$ cat src/rtl/fec_pkg.sv
// Shared FEC definitions: CRC mode and state types plus the CRC0/CRC1 profile parameters.
package fec_pkg;

    typedef enum bit {CRC_GEN = 1'b0, CRC_CHECK = 1'b1} crc_mode_t;

    typedef enum logic [1:0] {
        CRC_ST_IDLE = 2'd0,
        CRC_ST_BUSY = 2'd1,
        CRC_ST_DONE = 2'd2
    } crc_state_t;

    // CRC0: 8-bit CRC over a 56-bit word, x^8 + x^2 + x + 1
    localparam int unsigned    CRC0_DATA_WIDTH        = 56;
    localparam int unsigned    CRC0_CRC_WIDTH         = 8;
    localparam logic [8:0]     CRC0_POLY              = 9'b100000111;
    localparam logic [7:0]     CRC0_SEED              = 8'h00;
    localparam int unsigned    CRC0_XOR_OPS_PER_CYCLE = 8;
    localparam int unsigned    CRC0_CYCLES            = CRC0_DATA_WIDTH / CRC0_XOR_OPS_PER_CYCLE;

    // CRC1: 4-bit CRC over a 12-bit word, x^4 + x + 1
    localparam int unsigned    CRC1_DATA_WIDTH        = 12;
    localparam int unsigned    CRC1_CRC_WIDTH         = 4;
    localparam logic [4:0]     CRC1_POLY              = 5'b10011;
    localparam logic [3:0]     CRC1_SEED              = 4'h0;
    localparam int unsigned    CRC1_XOR_OPS_PER_CYCLE = 4;
    localparam int unsigned    CRC1_CYCLES            = CRC1_DATA_WIDTH / CRC1_XOR_OPS_PER_CYCLE;

endpackage

$ cat src/rtl/fec_crc_step.sv
// Combinational CRC update over BITS_PER_CYCLE data bits, MSB first (unrolled bit-serial step).
module fec_crc_step #(
    parameter int unsigned           CRC_WIDTH      = 8,
    parameter logic [CRC_WIDTH:0]    POLY           = 9'b100000111,
    parameter int unsigned           BITS_PER_CYCLE = 8
) (
    input  logic [CRC_WIDTH-1:0]      crc_i,
    input  logic [BITS_PER_CYCLE-1:0] data_i,
    output logic [CRC_WIDTH-1:0]      crc_o
);

    // The x^CRC_WIDTH term is implicit in the shift-out of the top bit.
    localparam logic [CRC_WIDTH-1:0] TAPS = POLY[CRC_WIDTH-1:0];

    logic [CRC_WIDTH-1:0] crc_v;

    always_comb begin
        crc_v = crc_i;
        for (int i = int'(BITS_PER_CYCLE) - 1; i >= 0; i--) begin
            if (crc_v[CRC_WIDTH-1] ^ data_i[i]) begin
                crc_v = {crc_v[CRC_WIDTH-2:0], 1'b0} ^ TAPS;
            end else begin
                crc_v = {crc_v[CRC_WIDTH-2:0], 1'b0};
            end
        end
        crc_o = crc_v;
    end

endmodule

$ cat src/rtl/fec_crc_engine.sv
// Multi-bit-per-cycle CRC engine: generates the CRC of a word, or checks it against a received CRC.
module fec_crc_engine
    import fec_pkg::*;
#(
    parameter int unsigned           DATA_WIDTH     = 56,
    parameter int unsigned           CRC_WIDTH      = 8,
    parameter logic [CRC_WIDTH:0]    POLY           = 9'b100000111,
    parameter logic [CRC_WIDTH-1:0]  SEED           = '0,
    parameter int unsigned           BITS_PER_CYCLE = 8
) (
    input  logic                  clk,
    input  logic                  rst_n,
    input  logic                  clear_i,
    input  logic                  s_valid_i,
    output logic                  s_ready_o,
    input  crc_mode_t             s_mode_i,
    input  logic [DATA_WIDTH-1:0] s_data_i,
    input  logic [CRC_WIDTH-1:0]  s_crc_i,
    output logic                  m_valid_o,
    input  logic                  m_ready_i,
    output logic [CRC_WIDTH-1:0]  m_crc_o,
    output logic                  m_err_o,
    output logic                  busy_o
);

    localparam int unsigned      N        = DATA_WIDTH / BITS_PER_CYCLE;
    localparam int unsigned      CNT_W    = (N > 1) ? $clog2(N) : 1;
    localparam logic [CNT_W-1:0] CNT_LAST = CNT_W'(N - 1);

    if ((DATA_WIDTH % BITS_PER_CYCLE) != 0) begin : g_bad_cfg
        $error("fec_crc_engine: DATA_WIDTH must be a multiple of BITS_PER_CYCLE");
    end

    crc_state_t            state_q, state_d;
    logic                  accept, finish;
    logic [DATA_WIDTH-1:0] shift_q;
    logic [CRC_WIDTH-1:0]  crc_q, crc_step, ref_crc_q;
    crc_mode_t             mode_q;
    logic [CNT_W-1:0]      cnt_q;
    logic                  m_valid_q, m_err_q;
    logic [CRC_WIDTH-1:0]  m_crc_q;

    fec_crc_step #(
        .CRC_WIDTH      (CRC_WIDTH),
        .POLY           (POLY),
        .BITS_PER_CYCLE (BITS_PER_CYCLE)
    ) u_step (
        .crc_i  (crc_q),
        .data_i (shift_q[DATA_WIDTH-1 -: BITS_PER_CYCLE]),
        .crc_o  (crc_step)
    );

    // State register
    always_ff @(posedge clk or negedge rst_n) begin
        if (!rst_n) begin
            state_q <= CRC_ST_IDLE;
        end else begin
            state_q <= state_d;
        end
    end

    // Next-state and handshake decode; clear_i overrides everything
    always_comb begin
        state_d = state_q;
        accept  = 1'b0;
        finish  = 1'b0;
        if (clear_i) begin
            state_d = CRC_ST_IDLE;
        end else begin
            case (state_q)
                CRC_ST_IDLE: begin
                    if (s_valid_i) begin
                        accept  = 1'b1;
                        state_d = CRC_ST_BUSY;
                    end
                end
                CRC_ST_BUSY: begin
                    if (cnt_q == CNT_LAST) begin
                        finish  = 1'b1;
                        state_d = CRC_ST_DONE;
                    end
                end
                CRC_ST_DONE: begin
                    if (m_ready_i) begin
                        state_d = CRC_ST_IDLE;
                    end
                end
                default: state_d = CRC_ST_IDLE;
            endcase
        end
    end

    // Datapath: latch request on acceptance, then consume one chunk per BUSY cycle
    always_ff @(posedge clk or negedge rst_n) begin
        if (!rst_n) begin
            shift_q   <= '0;
            crc_q     <= SEED;
            cnt_q     <= '0;
            mode_q    <= CRC_GEN;
            ref_crc_q <= '0;
        end else if (accept) begin
            shift_q   <= s_data_i;
            crc_q     <= SEED;
            cnt_q     <= '0;
            mode_q    <= s_mode_i;
            ref_crc_q <= s_crc_i;
        end else if ((state_q == CRC_ST_BUSY) && !clear_i) begin
            shift_q   <= shift_q << BITS_PER_CYCLE;
            crc_q     <= crc_step;
            cnt_q     <= cnt_q + CNT_W'(1);
        end
    end

    // Result registers; crc/err hold their last value across clear
    always_ff @(posedge clk or negedge rst_n) begin
        if (!rst_n) begin
            m_valid_q <= 1'b0;
            m_crc_q   <= '0;
            m_err_q   <= 1'b0;
        end else begin
            m_valid_q <= (state_d == CRC_ST_DONE);
            if (finish) begin
                m_crc_q <= crc_step;
                m_err_q <= (mode_q == CRC_CHECK) && (crc_step != ref_crc_q);
            end
        end
    end

    assign s_ready_o = (state_q == CRC_ST_IDLE);
    assign busy_o    = (state_q == CRC_ST_BUSY);
    assign m_valid_o = m_valid_q;
    assign m_crc_o   = m_crc_q;
    assign m_err_o   = m_err_q;

endmodule

$ cat config.mk
export PLATFORM = sky130hd
export DESIGN_NAME = fec_crc_engine
export DESIGN_NICKNAME = d
export VERILOG_FILES = /design/src/rtl/fec_pkg.sv /design/src/rtl/fec_crc_step.sv /design/src/rtl/fec_crc_engine.sv
export SDC_FILE = /design/constraint.sdc
export NUM_CORES = 1
export LEC_CHECK = 0
export BUFFER_PORTS_ARGS = -buffer_cell sky130_fd_sc_hd__buf_2
export CAP_MARGIN = 20
export CORE_ASPECT_RATIO = 0.75
export CORE_MARGIN = 2
export CORE_UTILIZATION = 45
export CTS_BUF_LIST = sky130_fd_sc_hd__clkbuf_2
export DETAILED_ROUTE_END_ITERATION = 10
export GPL_TIMING_DRIVEN = 0
export PLACE_DENSITY = 0.67
export RECOVER_POWER = 50
export SYNTH_ARGS = -nofsm -noshare
export SYNTH_HDL_FRONTEND = slang
export SYNTH_SLANG_ARGS = --single-unit
export TNS_END_PERCENT = 1
$ cat constraint.sdc
create_clock -name clk -period 2.8 [get_ports clk]
set_input_delay 0.56 -clock clk [delete_from_list [all_inputs] [get_ports clk]]
set_output_delay 0.56 -clock clk [all_outputs]
set_load 0.03 [all_outputs]
Word-level counts from Yosys, hierarchy flattened
Cells that the tools add are included.
Word-level totals
  logic and storage cells: 61
  input bits: 70
  flip-flop bits (word level): 88
  output and inout bits: 12
Operators by class
  muxes and demuxes: 25
  eq/ne operators: 5
  add/subtract/negate cells: 1
  reductions and logical operators: 5
  bitwise logic cells: 16
Operators by type and width (count)
  $mux 56: 2
  $mux 3: 10
  $not 3->3: 8
  $mux 8: 2
  $mux 2: 4
  $ne 8x8->1: 1
  $xor 1x1->1: 8
  $mux 1: 6
  $pmux 2 s3: 1
  $eq 2x2->1 const B: 2
  $add 3x1->3 const B: 1
  $eq 3x3->1 const B: 1
  $eq 2x1->1 const B: 1
  $logic_and 1x1->1: 2
  $logic_not 2->1: 1
  $reduce_bool 2->1: 1
  $logic_not 1->1: 1

Depth between registers and ports, before layout
  depth after elaboration: 18
  depth in mapped cells: 7
  depth with buffers taken out: 7

Cells and area by module
Synthesis repeated with hierarchy kept, for this count alone.
Unflattened totals
  cell total of the unflattened synthesis: 378
  area, all modules: 4057.6 um2
Modules (own cells, without submodules)
  fec_crc_engine: cells each 357, times used 1, seq. area each 2202.1 um2, area an instance 3873.7 um2
  fec_crc_step: cells each 21, times used 1, seq. area each 0.0 um2, area an instance 183.9 um2

Worst setup path before layout
No wires, ideal clock.
  kind: input-to-reg
  start: input port clear_i
  end: register m_err_q, in the netlist m_err_o
  setup slack: 0.927 ns
  data required time: 2.662 ns
  stages on the path: 6
  arrival: 1.735 ns
  setup time: 0.138 ns
  buffers on the path: 1
  cell sequence: or3b_2 clkbuf_1 nor2_2 o21ai_0 a211oi_1 a31oi_1
Between the ends
  longest elaborated chain between the ends: 1
RTL lines
  start: declaration: RTL line fec_crc_engine.sv:13  | input logic clear_i,
  $mux 1: RTL line fec_crc_engine.sv:67  | if (clear_i) begin
  end signal: assignment: RTL line fec_crc_engine.sv:124  | m_err_q <= (mode_q == CRC_CHECK) && (crc_step != ref_crc_q);
  end: declaration: RTL line fec_crc_engine.sv:40  | logic m_valid_q, m_err_q;
No other way between the ends.
A chain may end at the register's enable or synchronous reset.

Final worst setup path
  start: register state_q[0]
  end: register shift_q[4]
Between the ends
  longest elaborated chain between the ends: 4
  elaborated cells on any way between the ends: 7
  classes of those cells: eq/ne: 1; mux: 3; reduce/logical: 3
RTL lines
  start: declaration: RTL line fec_crc_engine.sv:34  | crc_state_t state_q, state_d;
  start signal: assignment: RTL line fec_crc_engine.sv:58  | state_q <= state_d;
  $logic_not 2->1: RTL line fec_crc_engine.sv:70  | case (state_q)
  $mux 1: RTL line fec_crc_engine.sv:70
  $mux 1: RTL line fec_crc_engine.sv:67
  $mux 56 / $reduce_bool 2->1 (equally long branches)
  end signal: assignment: RTL line fec_crc_engine.sv:102  | shift_q <= s_data_i;
  end signal: assignment: RTL line fec_crc_engine.sv:108  | shift_q <= shift_q << BITS_PER_CYCLE;
  end: declaration: RTL line fec_crc_engine.sv:36  | logic [DATA_WIDTH-1:0] shift_q;
Parallel ways exist; a longest one is shown, timed or not.

==> impl_metrics.py <==
metrics = {
    "status": {
        "status": "completed",
    },
    "die": {
        "dieArea_sq_mm": 0.01013,
        "die_w_um": 115.5,
        "core_area_sq_mm": 0.009046,
        "rows": 30,
        "ioPinCount": 82,
        "die_height_um": 87.65,
        "start_util_pct": 46.40,
    },
    "grt": {
        "antenna_found_initial": 0,
        "overflow": 0,
        "grt_pass1_vias": 3049,
        "grt_usage_pct": 19.87,
        "grt_pass1_wl_um": 15150,
        "grt_max_degree": 66,
    },
    "layout": {
        "drive_gt1_share_pct": 26.10,
        "finalNetCount": 546,
        "antennaDiodeCount": 0,
        "area_growth_pct": 17.44,
    },
    "worst_hold_path": {
        "hold_path.class": "in -> reg",
        "min-delay-start": "s_data_i[35]",
        "hold-path-cell-count": 3,
        "hold_end": "shift_q[35]$_DFFE_PN0P_",
    },
    "sta": {
        "worst_slack_ns": 0.4198,
        "worstMarginPinSlew_ns": 1.416,
        "fin_skew_ns": 0.03089,
        "setup_viol": 0,
        "slew_headroom_pct": 5.625,
        "fin_setup_tns_ns": 0,
        "min_period_ns": 2.380,
        "max_freq_mhz": 420.1,
        "slew_viol_final": 0,
        "period_share_pct": 85.01,
        "hold_violations": 0,
        "rsz0062_at_grt": "false",
        "hold_ws_ns": 0.1672,
    },
    "power": {
        "fin_total_pwr_mw": 4.402,
        "power_density_mw_per_mm2": 893.0,
        "p_leak_nw": 2.516,
        "ir_drop_mv": 0.4270,
    },
    "synthesis": {
        "synth_compound_area_share_pct": 11.39,
        "synth_edf_count": 0,
        "synth_top_family_by_area": "multiplexers",
        "synth_nets": 452,
        "avgSynthCellArea_sq_um": 11.05,
        "synth_warnings": 0,
        "synth.area.top_cells": "dfrtp_1 (52%), mux2i_1 (12%), o21ai_0 (6.4%)",
        "ys.flop_type": "dfrtp_1",
        "ys_ff_latch": 88,
        "syn_inst": 380,
        "synth_commonest_cells": "dfrtp_1 (88), nand2_1 (58), o21ai_0 (54)",
        "ys_seq_area_share_pct": 52.46,
        "muxShareOfSynthArea_pct": 14.61,
        "synth_top_area_cell": "dfrtp_1",
        "yosysTopAreaCellShare_pct": 52.46,
        "synthXorXnorAreaFrac_pct": 9.925,
        "synthArstFlopShare_pct": 100.0,
        "synthAdderAreaFrac_pct": 0.5961,
        "yosysUniqueCellTypes": 33,
        "yosys.area_share.simple_pct": 8.197,
        "netlist_area_sq_mm": 0.004198,
        "yosysMostFrequentCell": "dfrtp_1",
    },
    "clocking": {
        "cts_buffer_depth": 2,
        "insertion_delay_ns": 0.56,
        "root_buffer": "clkbuf_2",
        "numCtsBuffers": 9,
        "cts_tree": "built",
        "cts_sinks": 88,
        "cts_hold_buf": 1,
        "cts_setup_buffers": 0,
        "cts_resized": 0,
        "ctsHtreeMaxLevel": 3,
        "cts.clk_slew.worst_paths_ns": 0.25,
    },
    "worst_setup_path": {
        "end_kind": "register",
        "rr_worst_depth": 5,
        "start_kind": "register",
        "r2r_slack_ns": 0.42,
        "worstPathRequired_ns": 3.25,
        "worstPathMaxFanout": 10,
        "r2r_end": "shift_q[4]$_DFFE_PN0P_",
        "arrival_ns": 2.83,
        "r2r_start": "state_q[0]$_DFF_PN0_",
        "crit_type": "reg -> reg",
    },
    "place": {
        "gp_congestion": 0.8227,
        "pre_cts_ws_ns": 0.2449,
        "hpwl_um": 6958,
        "io_buffers": 81,
    },
    "drt": {
        "wl_per_cell_um": 15.35,
        "vias_per_cell": 4.998,
        "routed_wl_um": 9316,
        "drc_errors": 0,
        "num_vias": 3034,
        "initialDrtViolationCount": 112,
        "first_pass_iters": 4,
        "postRouteAntennaNets": 0,
    },
    "job": {
        "max_cap_viol_count": 0,
    },
}
[cell usage in the layout, fill, tap and decap left out, types with 3 or more instances in the layout]
master and instances:
mux2_2 10, dfrtp_1 88, o21ai_0 54, clkbuf_1 18, nor2b_1 3, inv_1 5, a22o_1 9, nor2_1 13
a21oi_1 12, mux2i_1 50, xnor3_1 3, buf_2 86, xnor2_1 18, nand2_1 58, xnor2_2 4, clkbuf_2 11
o22ai_1 4, xor2_1 8
[worst max path at each step]
stage,from,end,depth (start not counted)
after floorplan,clear_i,m_err_o$_DFFE_PN0P_,6
final,state_q[0]$_DFF_PN0_,shift_q[4]$_DFFE_PN0P_,5
after global placement,clear_i,shift_q[48]$_DFFE_PN0P_,7
after CTS,state_q[1]$_DFF_PN0_,shift_q[20]$_DFFE_PN0P_,6
after detailed placement,clear_i,shift_q[46]$_DFFE_PN0P_,7
after global routing,state_q[1]$_DFF_PN0_,shift_q[27]$_DFFE_PN0P_,6
[sequential cells by signal (all words and copies together) (netlist names)]
name	count
crc_q	8
m_valid_o	1
cnt_q	3
state_q	2
mode_q	1
m_err_o	1
m_crc_o	8
shift_q	56
ref_crc_q	8
[critical path, stage by stage, from the launching register on]
cell and delay [ns]:
dfrtp_1 0.46, nor4b_1 0.64, clkbuf_1 0.45, nor2_1 0.21, clkbuf_1 0.29, a22o_1 0.25
[layout make-up]
class	instances	area (sq um)
clock inverters	5	81.33
multi-input cells	264	1877
flip-flops and latches	88	2202
inverters	5	18.77
well taps	128	160.2
repair buffers	83	435.4
clock buffers	11	55.05
plain buffers	23	100.1
fillers	827	4116
[layer usage]
layer	track usage [%]	wire length, um
met1	28.48	4752
met2	30.09	4051
met3	5.190	408
met4	5.586	103
met5	0	0
[power by group]
part           internal [mW]  switching, mW  total [mW]
combinational          0.903          0.949        1.85
sequential              1.58          0.240        1.82
clock                  0.303          0.433       0.735
[kinds of logic after synthesis]
| kind of cell | count (synthesis) |
|---|---|
| xor gates and xnor gates | 36 |
| muxes | 60 |
| and+or+nand+nor | 82 |
| DFF | 88 |
| buffers and inverters | 28 |
| AOI/OAI and AO/OA | 84 |
| adders and majority gates | 2 |
[per-stage QoR]
stage | instance area [sq um] | utilization [%] | cells
finish | 4930 | 54.50 | 607
global placement | 4763 | 52.66 | 589
CTS | 4940 | 54.61 | 607
global route | 4930 | 54.50 | 607
floorplan | 4198 | - | 380
detailed placement | 4793 | 52.99 | 590
(Power assumes the default switching activity.)
